===== src/rtl/uart_tx_arbiter_if.sv =====
// Handshake bundle between the requesters, the arbiter and the UART transmitter.
// The arbiter takes the master side; the requesters and transmitter take the slave side.
interface uart_tx_arbiter_if #(
   parameter int N_REQ  = 4,
   parameter int NBYTES = 2
);
   logic [N_REQ-1:0]          req;
   logic [N_REQ*8*NBYTES-1:0] req_data;
   logic [N_REQ-1:0]          gnt;
   logic [N_REQ-1:0]          pkt_done;
   logic                      busy;
   logic                      tx_trmt;
   logic [7:0]                tx_data;
   logic                      tx_done;

   modport master (
      input  req, req_data, tx_done,
      output gnt, pkt_done, busy, tx_trmt, tx_data
   );

   modport slave (
      output req, req_data, tx_done,
      input  gnt, pkt_done, busy, tx_trmt, tx_data
   );
endinterface


===== src/rtl/uart_tx_arbiter.sv =====
// Round-robin arbiter sharing one UART transmitter among N_REQ packet requesters.
// A winning packet is captured whole, then sent MSB byte first; each byte is
// started with a one-cycle tx_trmt and completed only by a rising tx_done.
module uart_tx_arbiter #(
   parameter int N_REQ  = 4,
   parameter int NBYTES = 2
) (
   input  logic               clk,
   input  logic               rst_n,
   uart_tx_arbiter_if.master  bus
);

   localparam int PKT_W = 8 * NBYTES;
   localparam int PW    = $clog2(N_REQ);
   localparam int CW    = $clog2(NBYTES) + 1;

   localparam logic [PW:0]      N_REQ_EXT = (PW+1)'(N_REQ);
   localparam logic [PW-1:0]    LAST_REQ  = PW'(N_REQ - 1);
   localparam logic [PW-1:0]    PTR_ONE   = PW'(1'b1);
   localparam logic [CW-1:0]    LAST_BYTE = CW'(NBYTES - 1);
   localparam logic [CW-1:0]    CNT_ONE   = CW'(1'b1);
   localparam logic [N_REQ-1:0] ONE_HOT0  = N_REQ'(1'b1);

   typedef enum logic [1:0] {
      ST_IDLE = 2'd0,
      ST_LOAD = 2'd1,
      ST_SEND = 2'd2,
      ST_WAIT = 2'd3
   } state_t;

   state_t            state_r;
   state_t            state_nxt_s;
   logic [PW-1:0]     ptr_r;
   logic [PW-1:0]     owner_r;
   logic [CW-1:0]     byte_cnt_r;
   logic [PKT_W-1:0]  pkt_buf_r;
   logic              tx_done_q_r;
   logic [N_REQ-1:0]  gnt_r;
   logic [N_REQ-1:0]  pkt_done_r;
   logic              busy_r;
   logic [7:0]        tx_data_r;

   logic [PW:0]       cand_s;
   logic              found_s;
   logic [PW-1:0]     win_idx_s;
   logic [PKT_W-1:0]  win_data_s;
   logic              done_rise_s;
   logic              last_byte_s;
   logic              capture_s;
   logic              load_s;
   logic              advance_s;
   logic              finish_s;

   // A byte completes only on a fresh rising edge of tx_done, never on a stale high level.
   assign done_rise_s = bus.tx_done & ~tx_done_q_r;
   assign last_byte_s = (byte_cnt_r == LAST_BYTE);

   // Round-robin search: first asserted request at or after ptr, wrapping modulo N_REQ.
   always_comb begin
      cand_s    = '0;
      found_s   = 1'b0;
      win_idx_s = '0;
      for (int i = 0; i < N_REQ; i++) begin
         cand_s = {1'b0, ptr_r} + (PW+1)'(i);
         cand_s = (cand_s >= N_REQ_EXT) ? (cand_s - N_REQ_EXT) : cand_s;
         if (!found_s && bus.req[cand_s[PW-1:0]]) begin
            found_s   = 1'b1;
            win_idx_s = cand_s[PW-1:0];
         end else begin
            found_s   = found_s;
            win_idx_s = win_idx_s;
         end
      end
   end

   // Select the winner's packet slice for capture.
   always_comb begin
      win_data_s = '0;
      for (int i = 0; i < N_REQ; i++) begin
         if (win_idx_s == PW'(i)) begin
            win_data_s = bus.req_data[i*PKT_W +: PKT_W];
         end else begin
            win_data_s = win_data_s;
         end
      end
   end

   // Next-state decode and datapath strobes for the packet sequencer.
   always_comb begin
      state_nxt_s = state_r;
      capture_s   = 1'b0;
      load_s      = 1'b0;
      advance_s   = 1'b0;
      finish_s    = 1'b0;
      case (state_r)
         ST_IDLE: begin
            if (|bus.req) begin
               capture_s   = 1'b1;
               state_nxt_s = ST_LOAD;
            end else begin
               state_nxt_s = ST_IDLE;
            end
         end
         ST_LOAD: begin
            load_s      = 1'b1;
            state_nxt_s = ST_SEND;
         end
         ST_SEND: begin
            state_nxt_s = ST_WAIT;
         end
         ST_WAIT: begin
            if (done_rise_s) begin
               if (last_byte_s) begin
                  finish_s    = 1'b1;
                  state_nxt_s = ST_IDLE;
               end else begin
                  advance_s   = 1'b1;
                  state_nxt_s = ST_LOAD;
               end
            end else begin
               state_nxt_s = ST_WAIT;
            end
         end
         default: begin
            state_nxt_s = ST_IDLE;
         end
      endcase
   end

   // Sequencer state register.
   always_ff @(posedge clk or negedge rst_n) begin
      if (!rst_n) begin
         state_r <= ST_IDLE;
      end else begin
         state_r <= state_nxt_s;
      end
   end

   // Delayed copy of tx_done for rising-edge detection, sampled every cycle.
   always_ff @(posedge clk or negedge rst_n) begin
      if (!rst_n) begin
         tx_done_q_r <= 1'b0;
      end else begin
         tx_done_q_r <= bus.tx_done;
      end
   end

   // Packet buffer, owner, byte counter and round-robin pointer.
   always_ff @(posedge clk or negedge rst_n) begin
      if (!rst_n) begin
         pkt_buf_r  <= '0;
         owner_r    <= '0;
         byte_cnt_r <= '0;
         ptr_r      <= '0;
      end else begin
         if (capture_s) begin
            pkt_buf_r  <= win_data_s;
            owner_r    <= win_idx_s;
            byte_cnt_r <= '0;
         end
         if (advance_s) begin
            pkt_buf_r  <= pkt_buf_r << 4'd8;
            byte_cnt_r <= byte_cnt_r + CNT_ONE;
         end
         if (finish_s) begin
            ptr_r <= (owner_r == LAST_REQ) ? '0 : (owner_r + PTR_ONE);
         end
      end
   end

   // Registered outputs: grant/done pulses, busy flag and the byte presented to the transmitter.
   always_ff @(posedge clk or negedge rst_n) begin
      if (!rst_n) begin
         gnt_r      <= '0;
         pkt_done_r <= '0;
         busy_r     <= 1'b0;
         tx_data_r  <= 8'h00;
      end else begin
         gnt_r      <= capture_s ? (ONE_HOT0 << win_idx_s) : '0;
         pkt_done_r <= finish_s  ? (ONE_HOT0 << owner_r)   : '0;
         if (capture_s) begin
            busy_r <= 1'b1;
         end else if (finish_s) begin
            busy_r <= 1'b0;
         end
         if (load_s) begin
            tx_data_r <= pkt_buf_r[PKT_W-1 -: 8];
         end
      end
   end

   assign bus.gnt      = gnt_r;
   assign bus.pkt_done = pkt_done_r;
   assign bus.busy     = busy_r;
   assign bus.tx_data  = tx_data_r;
   // Start strobe is a pure decode of the SEND state.
   assign bus.tx_trmt  = (state_r == ST_SEND);

endmodule


===== src/flat_wrapper.sv =====
// flat-port wrapper written by rule: the top's interface ports become plain ports
module uart_tx_arbiter_flat 
#(
   parameter int N_REQ  = 4,
   parameter int NBYTES = 2
)
  (clk, rst_n, bus_req, bus_req_data, bus_tx_done, bus_gnt, bus_pkt_done, bus_busy, bus_tx_trmt, bus_tx_data);
  uart_tx_arbiter_if #(.N_REQ(N_REQ), .NBYTES(NBYTES)) bus_i ();
  input  logic clk;
  input  logic rst_n;
  input wire logic [$bits(bus_i.req)-1:0] bus_req;
  input wire logic [$bits(bus_i.req_data)-1:0] bus_req_data;
  input wire logic [$bits(bus_i.tx_done)-1:0] bus_tx_done;
  output wire logic [$bits(bus_i.gnt)-1:0] bus_gnt;
  output wire logic [$bits(bus_i.pkt_done)-1:0] bus_pkt_done;
  output wire logic [$bits(bus_i.busy)-1:0] bus_busy;
  output wire logic [$bits(bus_i.tx_trmt)-1:0] bus_tx_trmt;
  output wire logic [$bits(bus_i.tx_data)-1:0] bus_tx_data;
  assign bus_i.req = bus_req;
  assign bus_i.req_data = bus_req_data;
  assign bus_i.tx_done = bus_tx_done;
  assign bus_gnt = bus_i.gnt;
  assign bus_pkt_done = bus_i.pkt_done;
  assign bus_busy = bus_i.busy;
  assign bus_tx_trmt = bus_i.tx_trmt;
  assign bus_tx_data = bus_i.tx_data;
  uart_tx_arbiter #(.N_REQ(N_REQ), .NBYTES(NBYTES)) u_core (.clk(clk), .rst_n(rst_n), .bus(bus_i));
endmodule

===== config.mk =====
export PLATFORM = sky130hd
export DESIGN_NAME = uart_tx_arbiter_flat
export DESIGN_NICKNAME = d
export VERILOG_FILES = /design/src/rtl/uart_tx_arbiter_if.sv /design/src/rtl/uart_tx_arbiter.sv /design/src/flat_wrapper.sv
export SDC_FILE = /design/constraint.sdc
export NUM_CORES = 1
export LEC_CHECK = 0
export CAP_MARGIN = 20
export CELL_PAD_IN_SITES_DETAIL_PLACEMENT = 2
export CELL_PAD_IN_SITES_GLOBAL_PLACEMENT = 2
export CORE_UTILIZATION = 28
export DETAILED_ROUTE_END_ITERATION = 8
export MAX_ROUTING_LAYER = met4
export PLACE_DENSITY_LB_ADDON = 0.1
export SLEW_MARGIN = 40
export SYNTH_ARGS = -nofsm -noshare
export SYNTH_HDL_FRONTEND = slang
export SYNTH_SLANG_ARGS = --single-unit

===== constraint.sdc =====
create_clock -name clk -period 4.8 [get_ports clk]
set_input_delay 0.72 -clock clk [delete_from_list [all_inputs] [get_ports clk]]
set_output_delay 0.72 -clock clk [all_outputs]
set_load 0.01 [all_outputs]

==> results_dict.tcl, run 1 <==
set metrics [dict create \
    outcome "complete, no violations" \
    rsz0062_at_grt "no" \
    synthesis.area_sq_um 2260 \
    ys_types 38 \
    cts_setup_buffers 0 \
    wl_per_cell_microns 18.9 \
    fp-row-count 32 \
    vias 2113 \
    pre_cts_slack_ns 1.58 \
    synth.avg_cell_area_sq_um 10.4 \
    reg2reg_slack_ns 2.49 \
    fill_cells 832 \
    wl_mm 7.70 \
    nets 380 \
    fmax_ghz 0.343 \
    required_ns 4.97 \
    cts_sinks 42 \
    timing_worst_setup_path_type "primary input to flip-flop" \
    cp-start-kind "primary input" \
    p_leak_nw 1.42 \
    clkLatencyLatePin_ns 0.30 \
    ys_seq_elements 42 \
    fp.dieH_microns 91.8 \
    synth_warnings 0 \
    cp_cell_sequence "clkdlybuf4s50_1, and3b_1, a211oi_4, nand2_4, a211oi_1, o221ai_1" \
    rr_worst_depth 5 \
    critPathArrivalTime_ns 3.08 \
    path_delay_family "compound AO/OA/AOI/OAI gates" \
    core_area_sq_um 7770 \
    start_util 0.290 \
    numCtsBuffers 5 \
    layout_setup_ws_ns 1.88 \
    period_share 0.608 \
    final_common_cell "clkdlybuf4s50_1" \
    drtAntennaViolNets 0 \
    hp-class "primary input to asynchronous set/reset pin" \
    grt_pass1_wl_mm 12.3 \
    clk_pin_slew_ns 0.09 \
    ctsResizeCount 0 \
    htreeDepth 2 \
    grt_use_total 0.196 \
    antenna_found_initial 0 \
    grt_overflow 0 \
    clk_path_buf_depth 2 \
    fin_skew_ns 0.00765 \
    avgViaCountPerCell 5.19 \
    cts_root_buffer "clkbuf_8" \
    maxCapViolations 0 \
    layout_min_cycle_time_ns 2.92 \
    ir_worst_vdd_uv 142 \
    drv_slew 0 \
    area_growth_pct 49.5 \
    worstPathMaxFanout 19 \
    cts_tree "built" \
    p_per_area_nw_per_um2 464 \
    dr.pass1.iters 4 \
    reg2reg_to "u_core.pkt_buf_r[15]$_DFFE_PN0P_" \
    portBuffers 88 \
    die_area_sq_um 8420 \
    worstMarginPinSlew_ns 0.831 \
    end_kind "flip-flop" \
    syn-num-nets 293 \
    layout-drive-gt1-share 0.118 \
    finalSetupViolations 0 \
    io_pins 89 \
    gp_congestion 0.767 \
    dieWidth_microns 91.8 \
    r2r_start "u_core.ptr_r[1]$_DFFE_PN0P_" \
    cts_hold_buf 0 \
    fin_tns_setup_ns 0 \
    relSlewSlack 0.445 \
    cpMaxStageDelayCell "a211oi_4" \
    grt_max_degree 43 \
    grt_pass1_vias 2351 \
    drtIter0Drc 57 \
    place_hpwl_mm 5.56 \
    slowest_delay_ns 0.67 \
    layout_common_cells "clkdlybuf4s50_1, dfrtp_1, nand2_1, o221ai_1, and3_1" \
    route.detailed.drc 0 \
    netlist_instances 217 \
    finalHoldViolations 0 \
    yosysSeqAreaShare 0.466 \
    path_buf_inv 1 \
    num_antenna_cells 0 \
]
-- where the power goes --
part | total [mW] | switching (mW) | internal [mW]
Sequential | 0.567 | 0.0899 | 0.477
Clock | 0.353 | 0.131 | 0.222
Combinational | 0.644 | 0.337 | 0.307
Total | 1.56 | 0.558 | 1.01
-- sequential cells by signal (all words and copies together) (netlist names) --
| signal | count |
|---|---|
| u_core.pkt_buf_r | 16 |
| u_core.owner_r | 2 |
| u_core.bus.busy | 1 |
| u_core.bus.gnt | 4 |
| u_core.bus.tx_data | 8 |
| u_core.ptr_r | 2 |
| u_core.bus.pkt_done | 4 |
| u_core.state_r | 2 |
| u_core.tx_done_q_r | 1 |
| u_core.byte_cnt_r | 2 |
-- layer usage --
layer,vias up,share of wire,wire length (microns),track usage
met5,-,0,0,-
met4,0,0.0081,62,0.0391
met3,6,0.042,326,0.0299
met2,72,0.45,3500,0.301
met1,1050,0.50,3810,0.275
li1,985,-,-,-
-- area by class of cell --
cell class,instances,area [sq um],area share
multi-input combinational,155,1110,0.330
sequential,42,1050,0.312
timing repair buffer,92,908,0.269
tap,102,128,0.0378
clock buffer,6,82.6,0.0245
clock inverter,2,60.1,0.0178
inverter,8,30.0,0.00890
-- logic make-up (layout without fill, tap and decap cells) --
family,after synthesis,count (layout),share of synthesized area
AO/OA/AOI/OAI,63,63,0.230
adder cells (fa/ha/maj),5,5,0.0277
buffers and inverters,20,108,0.0471
flip-flops,42,42,0.466
multiplexers,11,11,0.0538
AND/OR/NAND/NOR,76,76,0.175
-- how the worst max path moves through the flow --
stage	startpoint	endpoint	slack (ns)	depth (start not counted)
floorplan	bus_req[1]	u_core.pkt_buf_r[1]$_DFFE_PN0P_	2.85	6
global placement	bus_req[3]	u_core.pkt_buf_r[8]$_DFFE_PN0P_	1.68	6
detailed placement	bus_req[3]	u_core.pkt_buf_r[8]$_DFFE_PN0P_	1.58	6
CTS	bus_req[3]	u_core.pkt_buf_r[8]$_DFFE_PN0P_	1.88	6
global route	bus_req[3]	u_core.pkt_buf_r[12]$_DFFE_PN0P_	1.76	6
finish	bus_req[3]	u_core.pkt_buf_r[15]$_DFFE_PN0P_	1.88	6
-- through the flow --
| step | cell area (sq um) | hold WS, ns | util | power [mW] | instances |
|---|---|---|---|---|---|
| floorplan | 2260 | 0.424 | - | 0.947 | 217 |
| global placement | 3210 | 0.465 | 0.414 | 1.20 | 399 |
| detailed placement | 3220 | 0.490 | 0.415 | 1.23 | 399 |
| CTS | 3360 | 0.432 | 0.433 | 1.58 | 407 |
| global route | 3370 | 0.444 | 0.434 | 1.67 | 407 |
| finish | 3370 | 0.411 | 0.434 | 1.56 | 407 |
-- cells in the mapped netlist, drive strengths merged --
cell / count / share of area
a211oi: 16 / 0.074
a21boi: 1 / 0.0033
a21oi: 4 / 0.0089
a221oi: 1 / 0.0067
a31oi: 2 / 0.0083
and2: 1 / 0.0028
and3: 20 / 0.055
and3b: 1 / 0.0039
and4b: 2 / 0.0089
buf: 9 / 0.029
clkbuf: 3 / 0.0050
dfrtp: 42 / 0.47
ha: 5 / 0.028
inv: 8 / 0.013
mux2: 9 / 0.045
mux2i: 2 / 0.0089
nand2: 33 / 0.058
nand2b: 3 / 0.0083
nand3: 1 / 0.0022
nand4b: 1 / 0.0039
nor2: 7 / 0.012
nor2b: 3 / 0.0083
nor3: 3 / 0.0089
nor4: 1 / 0.0028
o21ai: 13 / 0.029
o21bai: 1 / 0.0033
o221ai: 23 / 0.089
o22a: 1 / 0.0039
o31ai: 1 / 0.0033
Power figures use the tool's default switching activity.
==> inputs of run 2 (changes only) <==
--- a/config.mk
+++ b/config.mk
@@ -8,7 +8,7 @@
 export CAP_MARGIN = 20
 export CELL_PAD_IN_SITES_DETAIL_PLACEMENT = 2
 export CELL_PAD_IN_SITES_GLOBAL_PLACEMENT = 2
-export CORE_UTILIZATION = 28
+export CORE_UTILIZATION = 26
 export DETAILED_ROUTE_END_ITERATION = 8
 export MAX_ROUTING_LAYER = met4
 export PLACE_DENSITY_LB_ADDON = 0.1
==> constraint.sdc (replaced) <==
create_clock -name clk -period 3 [get_ports clk]
set_input_delay 0.45 -clock clk [delete_from_list [all_inputs] [get_ports clk]]
set_output_delay 0.45 -clock clk [all_outputs]
set_load 0.01 [all_outputs]
==> run 2 against run 1 <==
  * Global-route usage is 0.77 points lower
  * Clock power is 26% higher
  * Final area stayed put
  * Setup slack worse by 1.1 ns
  * Hold slack worse by 0.27 ns
  * Sequential power is 62% higher
  * Clock skew is 0.0014 ns higher
  * Sequential share of layout area stayed put
  * Non-clock buffer count is 6 higher
  * Largest cell class unchanged
  * Largest power group unchanged
  * Highest routed layer unchanged
==> results_dict.tcl, run 2 (synthesis gave the netlist of run 1 again) <==
set metrics [dict create \
    worstPathMaxFanout 11 \
    htreeDepth 2 \
    route.detailed.drc 0 \
    finalHoldViolations 0 \
    antenna_found_initial 0 \
    area_growth_pct 49.5 \
    dr.pass1.iters 4 \
    start_util 0.272 \
    grt_overflow 0 \
    outcome "complete, no violations" \
    hp-class "primary input to asynchronous set/reset pin" \
    p_per_area_nw_per_um2 717 \
    layout_setup_ws_ns 0.814 \
    portBuffers 88 \
    layout_min_cycle_time_ns 2.19 \
    ir_worst_vdd_uv 202 \
    cp_cell_sequence "clkdlybuf4s50_1, nor4_1, nand2b_1, buf_4, nand2_1, mux2i_1" \
    drtIter0Drc 64 \
    fin_skew_ns 0.00901 \
    slowest_delay_ns 0.54 \
    cts_sinks 42 \
    grt_use_total 0.188 \
    clkLatencyLatePin_ns 0.30 \
    cp-startpoint "bus_req[0]" \
    avgViaCountPerCell 5.08 \
    period_share 0.729 \
    wl_mm 7.63 \
    numCtsBuffers 5 \
    regMostFlops "u_core.pkt_buf_r" \
    fill_cells 889 \
    place_hpwl_mm 5.59 \
    cp-start-kind "primary input" \
    finalSetupViolations 0 \
    dieWidth_microns 95.2 \
    drv_slew 0 \
    layout-drive-gt1-share 0.132 \
    fp-row-count 33 \
    io_pins 89 \
    r2r_start "u_core.ptr_r[0]$_DFFE_PN0P_" \
    multi_input_area_sq_um 1100 \
    timing_worst_setup_path_type "primary input to flip-flop" \
    clk_path_buf_depth 2 \
    fmax_ghz 0.457 \
    layout_common_cells "clkdlybuf4s50_1, dfrtp_1, nand2_1, o221ai_1, and3_1" \
    grt_max_degree 43 \
    nets 386 \
    pre_cts_slack_ns 0.510 \
    p_leak_nw 1.43 \
    total_power_mw 2.42 \
    critPathArrivalTime_ns 2.41 \
    cts_tree "built" \
    grt_pass1_vias 2339 \
    drtAntennaViolNets 0 \
    relSlewSlack 0.518 \
    register_area_sq_um 1050 \
    gp_congestion 0.865 \
    final_common_cell "clkdlybuf4s50_1" \
    wl_per_cell_microns 18.3 \
    largest_reg_flops 16 \
    num_antenna_cells 0 \
    grt_pass1_wl_mm 12.3 \
    worstMarginPinSlew_ns 0.719 \
    path_buf_inv 2 \
    required_ns 3.22 \
    maxCapViolations 0 \
    fin_tns_setup_ns 0 \
    clk_pin_slew_ns 0.09 \
    path_delay_family "simple AND/OR/NAND/NOR gates" \
    rsz0062_at_grt "no" \
    cpMaxStageDelayCell "clkdlybuf4s50_1" \
    vias 2113 \
    end_kind "flip-flop" \
    fp.dieH_microns 95.2 \
    cts_setup_buffers 0 \
    cts_root_buffer "clkbuf_8" \
    die_area_sq_um 9050 \
    ctsResizeCount 0 \
    core_area_sq_um 8300 \
    cts_hold_buf 0 \
]
[run 2: worst paths after layout]
check                                               endpoint  slack (ns)  cells past startpoint
min reg2reg                u_core.bus.tx_data[3]$_DFFE_PN0N_        0.49                      2
min                         u_core.bus.pkt_done[2]$_DFF_PN0_        0.14                      1
max                         u_core.byte_cnt_r[1]$_DFFE_PN0P_        0.81                      6
max in group asynchronous  u_core.bus.tx_data[0]$_DFFE_PN0N_        2.48                      1
max reg2reg                 u_core.pkt_buf_r[11]$_DFFE_PN0P_        1.11                      6
min in group clk           u_core.bus.tx_data[3]$_DFFE_PN0N_        0.49                      2
[run 2: area by class of cell]
type / instances / area share
Multi-Input combinational cell: 155 / 0.326
Sequential cell: 42 / 0.312
Timing Repair Buffer: 98 / 0.283
Tap cell: 105 / 0.0389
Clock buffer: 5 / 0.0204
Clock inverter: 3 / 0.0119
Inverter: 8 / 0.00890
[run 2: layer usage]
layer | wire (microns) | part of all wire | GRT usage | vias up
met4 | 129 | 0.017 | 0.0543 | 0
met1 | 3640 | 0.48 | 0.260 | 1043
met5 | 0 | 0 | - | -
met3 | 342 | 0.045 | 0.0327 | 11
met2 | 3510 | 0.46 | 0.282 | 64
li1 | - | - | - | 995
[run 2: report_power, final]
part	internal, mW	switching, mW	total, mW
logic	0.510	0.547	1.06
clock network	0.245	0.201	0.446
registers	0.764	0.153	0.916
[run 2: metrics by stage]
step                      area, sq um  hold WS [ns]  std cells   util
after global routing             3370         0.174        416  0.406
final                            3370         0.144        416  0.406
after detailed placement         3260         0.474        408  0.393
after global placement           3260         0.468        408  0.393
after floorplan                  2260         0.154        217      -
after CTS                        3370         0.163        416  0.406
